## config.mk

```make
export PLATFORM = sky130hd
export DESIGN_NAME = window_serializer_flat
export DESIGN_NICKNAME = d
export VERILOG_FILES = /design/src/rtl/window_serializer_pkg.sv /design/src/rtl/window_serializer_if.sv /design/src/rtl/window_piso_reg.sv /design/src/rtl/window_serializer.sv /design/src/flat_wrapper.sv
export SDC_FILE = /design/constraint.sdc
export NUM_CORES = 1
export LEC_CHECK = 0
export ABC_AREA = 1
export CAP_MARGIN = 20
export CORE_AREA = 2 2 276 278
export DETAILED_ROUTE_END_ITERATION = 7
export DIE_AREA = 0 0 278 280
export PLACE_DENSITY = 0.72
export RECOVER_POWER = 50
export SLEW_MARGIN = 20
export SYNTH_ARGS = -nofsm -noshare
export SYNTH_HDL_FRONTEND = slang
export SYNTH_HIERARCHICAL = 1
export SYNTH_SLANG_ARGS = --single-unit
```

## constraint.sdc

```tcl
create_clock -name clk -period 17.4 [get_ports clk]
set_input_delay 4.35 -clock clk [delete_from_list [all_inputs] [get_ports clk]]
set_output_delay 4.35 -clock clk [all_outputs]
set_load 0.02 [all_outputs]
```

## src/rtl/window_serializer_pkg.sv

```systemverilog
// Shared constants and types for the window serializer (49-tap PISO replay).
package window_serializer_pkg;

  localparam int unsigned DATA_WIDTH = 14;
  localparam int unsigned DEPTH      = 49;
  localparam int unsigned IDX_W      = $clog2(DEPTH);
  localparam int unsigned OVR_W      = 8;
  localparam int unsigned FLAT_W     = DATA_WIDTH * DEPTH;

  typedef enum logic [0:0] {
    IDLE  = 1'b0,
    SHIFT = 1'b1
  } state_t;

endpackage

```

## src/rtl/window_serializer_if.sv

```systemverilog
// Load/stream bundle between the tap bank, the serializer and its consumer.
interface window_serializer_if;
  import window_serializer_pkg::*;

  logic                  load;
  logic                  load_ready;
  logic [FLAT_W-1:0]     din_flat;
  logic [DATA_WIDTH-1:0] dout;
  logic                  dout_valid;
  logic                  dout_ready;
  logic                  dout_last;
  logic                  busy;
  logic [OVR_W-1:0]      overrun_cnt;

  // Environment side: offers windows and consumes the stream.
  modport master (
    output load, din_flat, dout_ready,
    input  load_ready, dout, dout_valid, dout_last, busy, overrun_cnt
  );

  // Serializer side.
  modport slave (
    input  load, din_flat, dout_ready,
    output load_ready, dout, dout_valid, dout_last, busy, overrun_cnt
  );

endinterface

```

## src/rtl/window_piso_reg.sv

```systemverilog
// Loadable DEPTH x DATA_WIDTH window buffer with an indexed read port.
module window_piso_reg
  import window_serializer_pkg::*;
(
  input  logic                  clk,
  input  logic                  rst,
  input  logic                  capture,
  input  logic [FLAT_W-1:0]     din_flat,
  input  logic [IDX_W-1:0]      idx,
  output logic [DATA_WIDTH-1:0] rd_data_c
);

  logic [DATA_WIDTH-1:0] buf_q [DEPTH];

  // Whole window is captured in one cycle; slice k holds tap k+1.
  always_ff @(posedge clk) begin
    if (rst) begin
      for (int k = 0; k < int'(DEPTH); k++) buf_q[k] <= '0;
    end else if (capture) begin
      for (int k = 0; k < int'(DEPTH); k++) buf_q[k] <= din_flat[k*DATA_WIDTH +: DATA_WIDTH];
    end
  end

  assign rd_data_c = buf_q[idx];

endmodule

```

## src/rtl/window_serializer.sv

```systemverilog
// Window serializer top: replays a captured window oldest tap first over a
// valid/ready stream. Define WINDOW_SERIALIZER_OVERRUN_EN to count dropped loads.
module window_serializer
  import window_serializer_pkg::*;
(
  input  logic               clk,
  input  logic               rst,
  window_serializer_if.slave bus
);

  state_t           state_q, state_d;
  logic [IDX_W-1:0] idx_q, idx_d;
  logic             capture_c;
  logic             ready_q, valid_q, last_q, busy_q;
  logic             handshake_c;

  assign handshake_c = valid_q & bus.dout_ready;

  always_ff @(posedge clk) begin
    if (rst) begin
      state_q <= IDLE;
      idx_q   <= '0;
      ready_q <= 1'b0;
      valid_q <= 1'b0;
      last_q  <= 1'b0;
      busy_q  <= 1'b0;
    end else begin
      state_q <= state_d;
      idx_q   <= idx_d;
      ready_q <= (state_d == IDLE);
      valid_q <= (state_d == SHIFT);
      last_q  <= (state_d == SHIFT) && (idx_d == '0);
      busy_q  <= (state_d == SHIFT);
    end
  end

  // Next-state: accept only when load_ready is already advertised.
  always_comb begin
    state_d   = state_q;
    idx_d     = idx_q;
    capture_c = 1'b0;
    case (state_q)
      IDLE: begin
        if (bus.load && ready_q) begin
          capture_c = 1'b1;
          idx_d     = IDX_W'(DEPTH - 1);
          state_d   = SHIFT;
        end
      end
      SHIFT: begin
        if (handshake_c) begin
          if (idx_q == '0) state_d = IDLE;
          else             idx_d   = idx_q - 1'b1;
        end
      end
      default: state_d = IDLE;
    endcase
  end

  window_piso_reg u_buf (
    .clk       (clk),
    .rst       (rst),
    .capture   (capture_c),
    .din_flat  (bus.din_flat),
    .idx       (idx_q),
    .rd_data_c (bus.dout)
  );

  assign bus.load_ready = ready_q;
  assign bus.dout_valid = valid_q;
  assign bus.dout_last  = last_q;
  assign bus.busy       = busy_q;

`ifdef WINDOW_SERIALIZER_OVERRUN_EN
  logic [OVR_W-1:0] ovr_q;

  // Saturating count of loads presented while a frame is in flight.
  always_ff @(posedge clk) begin
    if (rst) begin
      ovr_q <= '0;
    end else if (bus.load && !ready_q && (ovr_q != '1)) begin
      ovr_q <= ovr_q + 1'b1;
    end
  end

  assign bus.overrun_cnt = ovr_q;
`else
  assign bus.overrun_cnt = '0;
`endif

endmodule

```

## src/flat_wrapper.sv

```systemverilog
// flat-port wrapper written by rule: the top's interface ports become plain ports
module window_serializer_flat import window_serializer_pkg::*;
  (clk, rst, bus_load, bus_din_flat, bus_dout_ready, bus_load_ready, bus_dout, bus_dout_valid, bus_dout_last, bus_busy, bus_overrun_cnt);
  window_serializer_if bus_i ();
  input  logic clk;
  input  logic rst;
  input wire logic [$bits(bus_i.load)-1:0] bus_load;
  input wire logic [$bits(bus_i.din_flat)-1:0] bus_din_flat;
  input wire logic [$bits(bus_i.dout_ready)-1:0] bus_dout_ready;
  output wire logic [$bits(bus_i.load_ready)-1:0] bus_load_ready;
  output wire logic [$bits(bus_i.dout)-1:0] bus_dout;
  output wire logic [$bits(bus_i.dout_valid)-1:0] bus_dout_valid;
  output wire logic [$bits(bus_i.dout_last)-1:0] bus_dout_last;
  output wire logic [$bits(bus_i.busy)-1:0] bus_busy;
  output wire logic [$bits(bus_i.overrun_cnt)-1:0] bus_overrun_cnt;
  assign bus_i.load = bus_load;
  assign bus_i.din_flat = bus_din_flat;
  assign bus_i.dout_ready = bus_dout_ready;
  assign bus_load_ready = bus_i.load_ready;
  assign bus_dout = bus_i.dout;
  assign bus_dout_valid = bus_i.dout_valid;
  assign bus_dout_last = bus_i.dout_last;
  assign bus_busy = bus_i.busy;
  assign bus_overrun_cnt = bus_i.overrun_cnt;
  window_serializer u_core (.clk(clk), .rst(rst), .bus(bus_i));
endmodule
```

Yosys cells after proc, flatten, opt, wreduce, memory -nomap -nowiden
Memories as Yosys holds them, arrays and structs flattened. A register that Yosys moved wholly into a read port is not among the register bits.
Index checks and enable logic that the tools add are counted.
Widths: inputs -> output; s select.

word-level totals
  flip-flop bits (word level) = 9
  memory bits (writable) = 686
  output and inout bits = 26
  logic and storage cells = 126
  memories = 1

memories
  memory              depth  width  rd ports  clocked after memory_dff  wr ports  line                   source
  u_core.u_buf.buf_q  49     14     1         1                         49        window_piso_reg.sv:13  logic [DATA_WIDTH-1:0] buf_q [DEPTH];

operators by class
  add/sub/neg operators = 1
  muxes and demuxes = 64
  bitwise operators = 52
  reduce and logical (&&, ||, !) cells = 4

operator list
  kind                 count
  $mux 14              49
  $or 1x1->1           49
  $mux 6               4
  $logic_not 6->1      2
  $pmux 6 s2           1
  $mux 1               9
  $sub 6x1->6 const B  1
  $logic_and 1x1->1    2
  $not 1->1            2
  $pmux 1 s2           1
  $and 1x1->1          1

Longest topological paths before layout
Gate-level depths: netlist of run 1.

  depth after elaboration = 7
  mapped depth = 12
  gate-level depth less buffers = 11

Hierarchy
The synthesis of run 1 kept the hierarchy.

modules (own cells, without submodules)
  module             times used  cells an instance  area each (um2)
  window_piso_reg    1           3732               32917.8
  window_serializer  1           96                 615.6

Worst setup path after synthesis of run 1
Ideal clock, no wire load.

  kind = input to register
  start = input port rst
  end = memory u_core.u_buf.buf_q[0][0], enable pin
  library setup time = 0.773 ns
  data arrival time = 12.902 ns
  path slack = 3.725 ns
  cell stages on the path = 3
  path buffers = 2
  path through = buf_2 clkbuf_1 or2_2

RTL lines
  item         line                   source
  from (decl)  flat_wrapper.sv:6      input logic rst;
  to (decl)    window_piso_reg.sv:13

==> results of run 1 <==
## kinds of logic (layout without fill, tap and decap cells)
group / after synthesis / after routing / share of synthesized area, %
fa+ha+maj: 2 / 2 / 0.0746
compound gates: 20 / 20 / 0.298
other cells: 1 / 17 / 0.0112
simple gates: 2172 / 2172 / 26.6
flops: 695 / 695 / 62.0
buf+inv: 938 / 1579 / 11.1
## worst max path at each step
stage                                from                   endpoint  slack, ps  cells after the start
after detailed placement  u_core/idx_q[0]                bus_dout[5]       8560                     12
after CTS                 u_core/idx_q[0]                bus_dout[5]       7900                     12
final                                 rst  u_core/u_buf/buf_q[26][9]       4920                      6
after global placement    u_core/idx_q[0]                bus_dout[5]       8600                     12
after floorplan                       rst   u_core/u_buf/buf_q[0][0]       3720                      3
after global routing                  rst  u_core/u_buf/buf_q[26][9]       4170                      6
## flip-flops by register name, summed over array words and instances (netlist names)
register               flops
u_core/u_buf/buf_q       686
u_core/idx_q               6
u_core/bus.dout_last       1
u_core/bus.busy            1
u_core/bus.load_ready      1
## cell usage after synthesis, drive strengths merged
cell type	number
a21oi	10
buf	141
clkbuf	90
clkinv	2
conb	1
dfxtp	9
edfxtp	686
ha	2
inv	705
nand2	878
nand3	568
nand4	2
nor2	717
o21ai	10
or2	7
## power by group through the flow
stage	combinational (uW)	sequential (uW)	clock [uW]
finish	565	2030	1600
global route	612	2040	1680
CTS	560	2030	1620
detailed placement	556	2060	0
global placement	554	2060	0
floorplan	251	2080	0
## worst min-delay path, cell delays in order (launching register included)
cell	delay (ps)
sky130_fd_sc_hd__dfxtp_1	440
sky130_fd_sc_hd__nand3_1	180
sky130_fd_sc_hd__a21oi_1	70
## final cells by class
class	count	area, sq um
fill	6406	31600
sequential	695	20800
antenna	9	22.5
multi-input combinational	2202	9070
tap	978	1220
inverter	707	2670
clock inverter	40	447
clock buffer	93	1990
timing repair buffer	739	7350
## routing by layer
| layer | part of all wire, % | track usage, % | wire length (um) | vias up |
|---|---|---|---|---|
| met5 | 0.057 | 0 | 65 | - |
| met4 | 4.0 | 11.8 | 4570 | 10 |
| met3 | 9.6 | 6.08 | 10900 | 219 |
| met2 | 48 | 47.3 | 54900 | 1665 |
| met1 | 38 | 36.6 | 43600 | 12900 |
| li1 | - | - | - | 13100 |
## per-stage QoR
stage	hold slack [ps]	util [%]
after floorplan	533	-
after global placement	718	54.7
after detailed placement	735	54.7
after CTS	745	57.9
after global routing	762	57.9
final	724	57.9
==> PnR_summary.wiki, run 1 <==
{| class="wikitable"
! Metric !! Value
|-
| Hold-fix buffers at CTS || 0
|-
| Detailed Route Iter0 Violations || around 3,500
|-
| Post-route design area || around 44,000 sq um
|-
| DR vias || between 20,000 and 30,000
|-
| Result of the run || finished with violations
|-
| Final total power || roughly 4200 uW
|-
| Final weighted congestion of routability-driven global placement || around 0.92
|-
| Syn Area/Cell || 8.76 sq um
|-
| Commonest cells after routing, fill and taps aside || sky130_fd_sc_hd__nand2_1 (877), sky130_fd_sc_hd__nor2_1 (714), sky130_fd_sc_hd__clkdlybuf4s50_1 (702)
|-
| Standard cell core area || 75,200 sq um
|-
| Die area || roughly 80,000 sq um
|-
| Final setup skew || approximately 16 ps
|-
| Worst Setup Slack post-DPL || between 8000 and 9000 ps
|-
| Instance count along the most critical hold path || 2
|-
| I/O pin count || between 700 and 800
|-
| TritonCTS clock tree || built
|-
| Synth Register Bits || between 600 and 700
|-
| Count of port buffers added during placement || approximately 710
|-
| Cell types with the largest area share after synthesis || sky130_fd_sc_hd__edfxtp_1 (61%), sky130_fd_sc_hd__nand2_1 (9.8%), sky130_fd_sc_hd__nand3_1 (8.5%)
|-
| Top achievable clock speed || ~80 MHz
|-
| NetSw || ~1000 uW
|-
| Maximum single-stage delay on the critical path || 2790 ps
|-
| Worst vdd ir || 0.0000765 V
|-
| Delay-heaviest family, CP || buffers and inverters
|-
| Instance area at placement || just over 40,000 sq um
|-
| Final worst path period share || between 70 and 80%
|-
| Average wire per cell in the routed design || between 20 and 25 um
|-
| Worst path arrival time || approximately 13,000 ps
|-
| Worst path setup slack after routing || about 5000 ps
|-
| Clock buffer count from CTS || between 70 and 80
|-
| Most prevalent standard cell on the critical path || sky130_fd_sc_hd__clkbuf_1
|-
| Cell count after synthesis || around 3,800
|-
| Reg power frac || between 40% and 50%
|-
| Worst min-delay path endpoint || u_core/idx_q[2]
|-
| Post-layout net count || between 5,000 and 6,000
|-
| Final WL || 114 mm
|-
| Max_cap viols || 9
|-
| Synth warnings || 6
|-
| Overall overflow remaining after global route || 0
|-
| Count of pins over their slew limit || around 620
|-
| Slowest stage cell on the critical path || sky130_fd_sc_hd__clkbuf_1
|-
| Failing checks || capacitance limit, slew limit
|-
| Combinational group share of total power || 13.5%
|-
| Area share of the leading cell type in the synthesized netlist || 61.4%
|-
| Average via count per standard cell || just over 5
|-
| Sequential-to-total area share from yosys stat || approximately three fifths
|-
| Clk pwr share || 38.1%
|-
| Setup Total Neg Slack || 0 ps
|-
| Count of clock tree sinks || 695
|-
| Setup slack, reg-to-reg || approximately 11,000 ps
|-
| Count of cell types in the netlist || 26
|-
| Power per cell area || a little under 100 nW/um^2
|-
| Hold/Removal Path Class || register to register
|-
| Cells along the critical path || clkbuf_1 -> inv_1 -> nand2_1 -> clkbuf_1 -> buf_4 -> nor2_1
|-
| Setup repair after global routing missed its margin || no
|-
| Final number of hold-violating endpoints || 0
|-
| Height of the chip || roughly 280 um
|-
| Worst Hold Launch || u_core/bus.busy
|-
| Dpl cells || approximately 5,300
|-
| Final Non-Filler Cells || ~5,500
|-
| Post-synth top area cell || sky130_fd_sc_hd__edfxtp_1
|-
| Crit Path Class || input pin to register
|-
| Synthesis-to-finish area growth || 29.9%
|-
| Number of antenna violations at the first check in global routing || 15
|-
| Share of cells above drive strength 1 || between 3 and 4%
|-
| Capture point of the worst reg-to-reg path || u_core/u_buf/buf_q[26][9]
|-
| Maximum number of pins on one net before global-route repair || between 200 and 250
|-
| Startpoint of the lowest-slack register-to-register path || u_core/bus.busy
|-
| Shortest clock period the worst path allows after layout || approximately 12,000 ps
|-
| Wire length of the first global-routing pass || 166 mm
|-
| Total Routing Usage GR || between 20% and 30%
|-
| Total number of H-tree levels || 3
|-
| Number of global-route vias before repair || about 27,000
|-
| Setup Fix Bufs, Post-CTS || 0
|-
| Crit path launch type || input pin
|-
| Clk root buf || sky130_fd_sc_hd__clkbuf_16
|-
| Endpoint kind of the worst setup timing path || register
|-
| Width of the die || between 200 and 300 um
|-
| Leakage power || about 0.020 uW
|-
| Switching share of total power || approximately a quarter
|-
| Initial core utilization || ~45%
|-
| Endpoint required time on the critical path || approximately 18,000 ps
|-
| Netlist Area Pre-Place || between 30,000 and 40,000 sq um
|-
| Number of failing setup endpoints in the final timing report || 0
|-
| Depth of the worst register-to-register path || 7
|-
| Placed wire-length estimate || 79.0 mm
|-
| Combined buffer and inverter count along the critical path || 4
|-
| Antenna viol nets, final || 0
|-
| Critical path peak fanout || 80
|-
| Clock edge transition at the registers on the reported setup and hold paths || about 60 ps
|-
| Clock insertion delay at the later pin of the skew report || 610 ps
|-
| Actual transition at the worst max-transition pin || between 4000 and 5000 ps
|-
| Total iterations of the first detailed-routing run || 6
|-
| Resize count post-CTS || 0
|-
| Most common library cell in the layout ignoring fill and taps || sky130_fd_sc_hd__nand2_1
|-
| Remaining max-slew budget at the tightest pin || -172%
|-
| Row Count || just over 100
|-
| Maximum count of clock buffers along a single path || 3
|-
| P_int || 3160 uW
|-
| DRC Markers || 0
|}
(Power assumes the default switching activity.)
==> inputs of run 2 (changes only) <==
- PLACE_DENSITY: 0.72 -> 0.75
- clock period: 17.4 -> 10.19 ns (I/O delays scaled with it)
==> run 2 against run 1 <==
  * The run still ends with capacitance limit, slew limit left
  * Cell count hardly changed
  * Core utilization shrank 0.15 points
  * Hold slack worse by 17 ps
  * Combinational power rose by 71%
  * Register-to-register slack lost 4400 ps
  * Wire length is 0.11% lower
  * Sequential cell count is the same
  * Global-route usage about the same
  * Setup slack worse by 3200 ps
  * Sequential power is 70% higher
  * Critical endpoint is now u_core/u_buf/buf_q[36][8]
  * Largest power group unchanged
==> PnR_summary.wiki, run 2 (synthesized netlist as in run 1, its figures left out) <==
{| class="wikitable"
! Metric !! Value
|-
| Final WL || about 110 mm
|-
| Crit Path Class || input pin to register
|-
| Most common library cell in the layout ignoring fill and taps || sky130_fd_sc_hd__nand2_1
|-
| Detailed Route Iter0 Violations || ~3,500
|-
| Number of antenna violations at the first check in global routing || 18
|-
| Critical path peak fanout || 83
|-
| Setup Fix Bufs, Post-CTS || 0
|-
| Endpoint required time on the critical path || 10,360 ps
|-
| Post-layout net count || approximately 5,100
|-
| Count of pins over their slew limit || approximately 450
|-
| Final setup skew || 28.7 ps
|-
| Setup repair after global routing missed its margin || no
|-
| Depth of the worst register-to-register path || 6
|-
| Clock edge transition at the registers on the reported setup and hold paths || approximately 60 ps
|-
| Final total power || approximately 7100 uW
|-
| Worst vdd ir || around 0.00010 V
|-
| Average wire per cell in the routed design || 20.8 um
|-
| Tightest hold margin || 708 ps
|-
| Width of the die || approximately 280 um
|-
| Top achievable clock speed || around 120 MHz
|-
| Synthesis-to-finish area growth || 29.6%
|-
| Number of failing setup endpoints in the final timing report || 0
|-
| Setup Total Neg Slack || 0 ps
|-
| Leakage power || roughly 0.02 uW
|-
| Antenna viol nets, final || 0
|-
| Placed wire-length estimate || around 77 mm
|-
| Final weighted congestion of routability-driven global placement || a little over 0.9
|-
| Clock buffer count from CTS || 76
|-
| Clk pwr share || between 30% and 40%
|-
| Crit path launch type || input pin
|-
| Remaining max-slew budget at the tightest pin || -197%
|-
| Maximum number of pins on one net before global-route repair || 215
|-
| Endpoint kind of the worst setup timing path || register
|-
| End point of the critical path || u_core/u_buf/buf_q[36][8]
|-
| Total iterations of the first detailed-routing run || 6
|-
| Row Count || 101
|-
| Resize count post-CTS || 0
|-
| Hold-fix buffers at CTS || 0
|-
| Power per cell area || roughly 160 nW/um^2
|-
| Worst path arrival time || about 8600 ps
|-
| Number of global-route vias before repair || 27,000
|-
| Count of port buffers added during placement || about 700
|-
| I/O pin count || roughly 700
|-
| Count of clock tree sinks || approximately 700
|-
| Most flops, register || u_core/u_buf/buf_q
|-
| Average via count per standard cell || slightly above 5
|-
| Switching share of total power || roughly a quarter
|-
| DR vias || about 28,000
|-
| Max FFs per register || approximately 700
|-
| Setup slack, reg-to-reg || between 6000 and 7000 ps
|-
| Clk root buf || sky130_fd_sc_hd__clkbuf_16
|-
| P_int || 5280 uW
|-
| Failing checks || capacitance limit, slew limit
|-
| Shortest clock period the worst path allows after layout || about 8400 ps
|-
| Startpoint of the lowest-slack register-to-register path || u_core/bus.busy
|-
| Die area || just under 80,000 sq um
|-
| Actual transition at the worst max-transition pin || between 4000 and 5000 ps
|-
| Standard cell core area || between 70,000 and 80,000 sq um
|-
| Initial core utilization || 44.6%
|-
| Share of cells above drive strength 1 || ~3.3%
|-
| DRC Markers || 0
|-
| NetSw || roughly 1800 uW
|-
| Launching element of the worst setup path || rst
|-
| Commonest cells after routing, fill and taps aside || sky130_fd_sc_hd__nand2_1 (877), sky130_fd_sc_hd__nor2_1 (715), sky130_fd_sc_hd__clkdlybuf4s50_1 (706)
|-
| Combinational group share of total power || a little over an eighth
|-
| Final number of hold-violating endpoints || 0
|-
| Hold/Removal Path Class || register to register
|-
| Clock insertion delay at the later pin of the skew report || ~630 ps
|-
| Max_cap viols || 4
|-
| Final core utilization || between 50% and 60%
|-
| Total Routing Usage GR || between 20% and 30%
|-
| Total number of H-tree levels || 3
|-
| Top Registers || u_core/u_buf/buf_q (686), u_core/idx_q (6)
|-
| Height of the chip || 280 um
|-
| Final worst path period share || 82.7%
|-
| TritonCTS clock tree || built
|-
| Result of the run || finished with violations
|-
| Wire length of the first global-routing pass || roughly 160 mm
|-
| Reg power frac || approximately 50%
|-
| Capture point of the worst reg-to-reg path || u_core/u_buf/buf_q[32][9]
|-
| Overall overflow remaining after global route || 0
|-
| Maximum count of clock buffers along a single path || 3
|}
-- run 2: cell count changes in the layout (fill, tap and decap cells not counted), moves of 2 or more --
cell	previous run	this run
sky130_fd_sc_hd__clkdlybuf4s50_1	702	706
sky130_fd_sc_hd__diode_2	9	17
sky130_fd_sc_hd__clkinvlp_4	3	1
sky130_fd_sc_hd__bufinv_16	8	3
sky130_fd_sc_hd__dlygate4sd3_1	4	0
sky130_fd_sc_hd__buf_12	3	6
sky130_fd_sc_hd__clkinv_4	1	4
sky130_fd_sc_hd__clkinv_1	12	21
sky130_fd_sc_hd__clkbuf_1	23	16
sky130_fd_sc_hd__buf_4	21	15
-- run 2: power by group through the flow --
stage                     logic (uW)  registers [uW]  clock network [uW]
final                            965            3460                2630
after CTS                        963            3460                2670
after global routing            1040            3480                2770
after floorplan                  428            3520                   0
after global placement           952            3510                   0
after detailed placement         956            3520                   0
-- run 2: critical path: stages --
cell and delay (ps):
sky130_fd_sc_hd__clkbuf_1 3070, sky130_fd_sc_hd__clkbuf_1 2360, sky130_fd_sc_hd__nor2_1 520
-- run 2: through the flow --
step           worst slack [ps]  cell area [sq um]  cells
2_1_floorplan              1790              33600   3835
3_3_place_gp               3350              41100   5313
3_5_place_dp               3370              41100   5313
4_1_cts                    2700              43400   5449
5_1_grt                    1560              43400   5466
6_report                   1760              43400   5466
-- run 2: cell type report --
type | count | area (sq um)
clock buffer | 92 | 2000
timing repair buffer | 731 | 7320
fill | 6411 | 31700
inverter | 707 | 2670
antenna | 17 | 42.5
clock inverter | 44 | 325
tap | 978 | 1220
multi-input combinational | 2202 | 9070
sequential | 695 | 20800
-- run 2: how the worst min path moves through the flow --
stage | to | slack, ps | start | depth (start not counted)
after global routing | u_core/bus.load_ready | 750 | u_core/bus.load_ready | 3
after detailed placement | u_core/bus.load_ready | 690 | u_core/bus.load_ready | 3
after floorplan | u_core/idx_q[3] | 530 | u_core/idx_q[3] | 2
final | u_core/bus.load_ready | 710 | u_core/bus.load_ready | 3
after CTS | u_core/bus.load_ready | 700 | u_core/bus.load_ready | 3
after global placement | u_core/bus.load_ready | 690 | u_core/bus.load_ready | 3
-- run 2: routing by layer --
metal | vias to the layer above | wire, um | track usage [%]
li1 | 13100 | - | -
met1 | 12900 | 43600 | 36.7
met2 | 1580 | 54600 | 46.9
met3 | 229 | 10800 | 5.42
met4 | 4 | 4920 | 13.2
met5 | - | 20 | 0
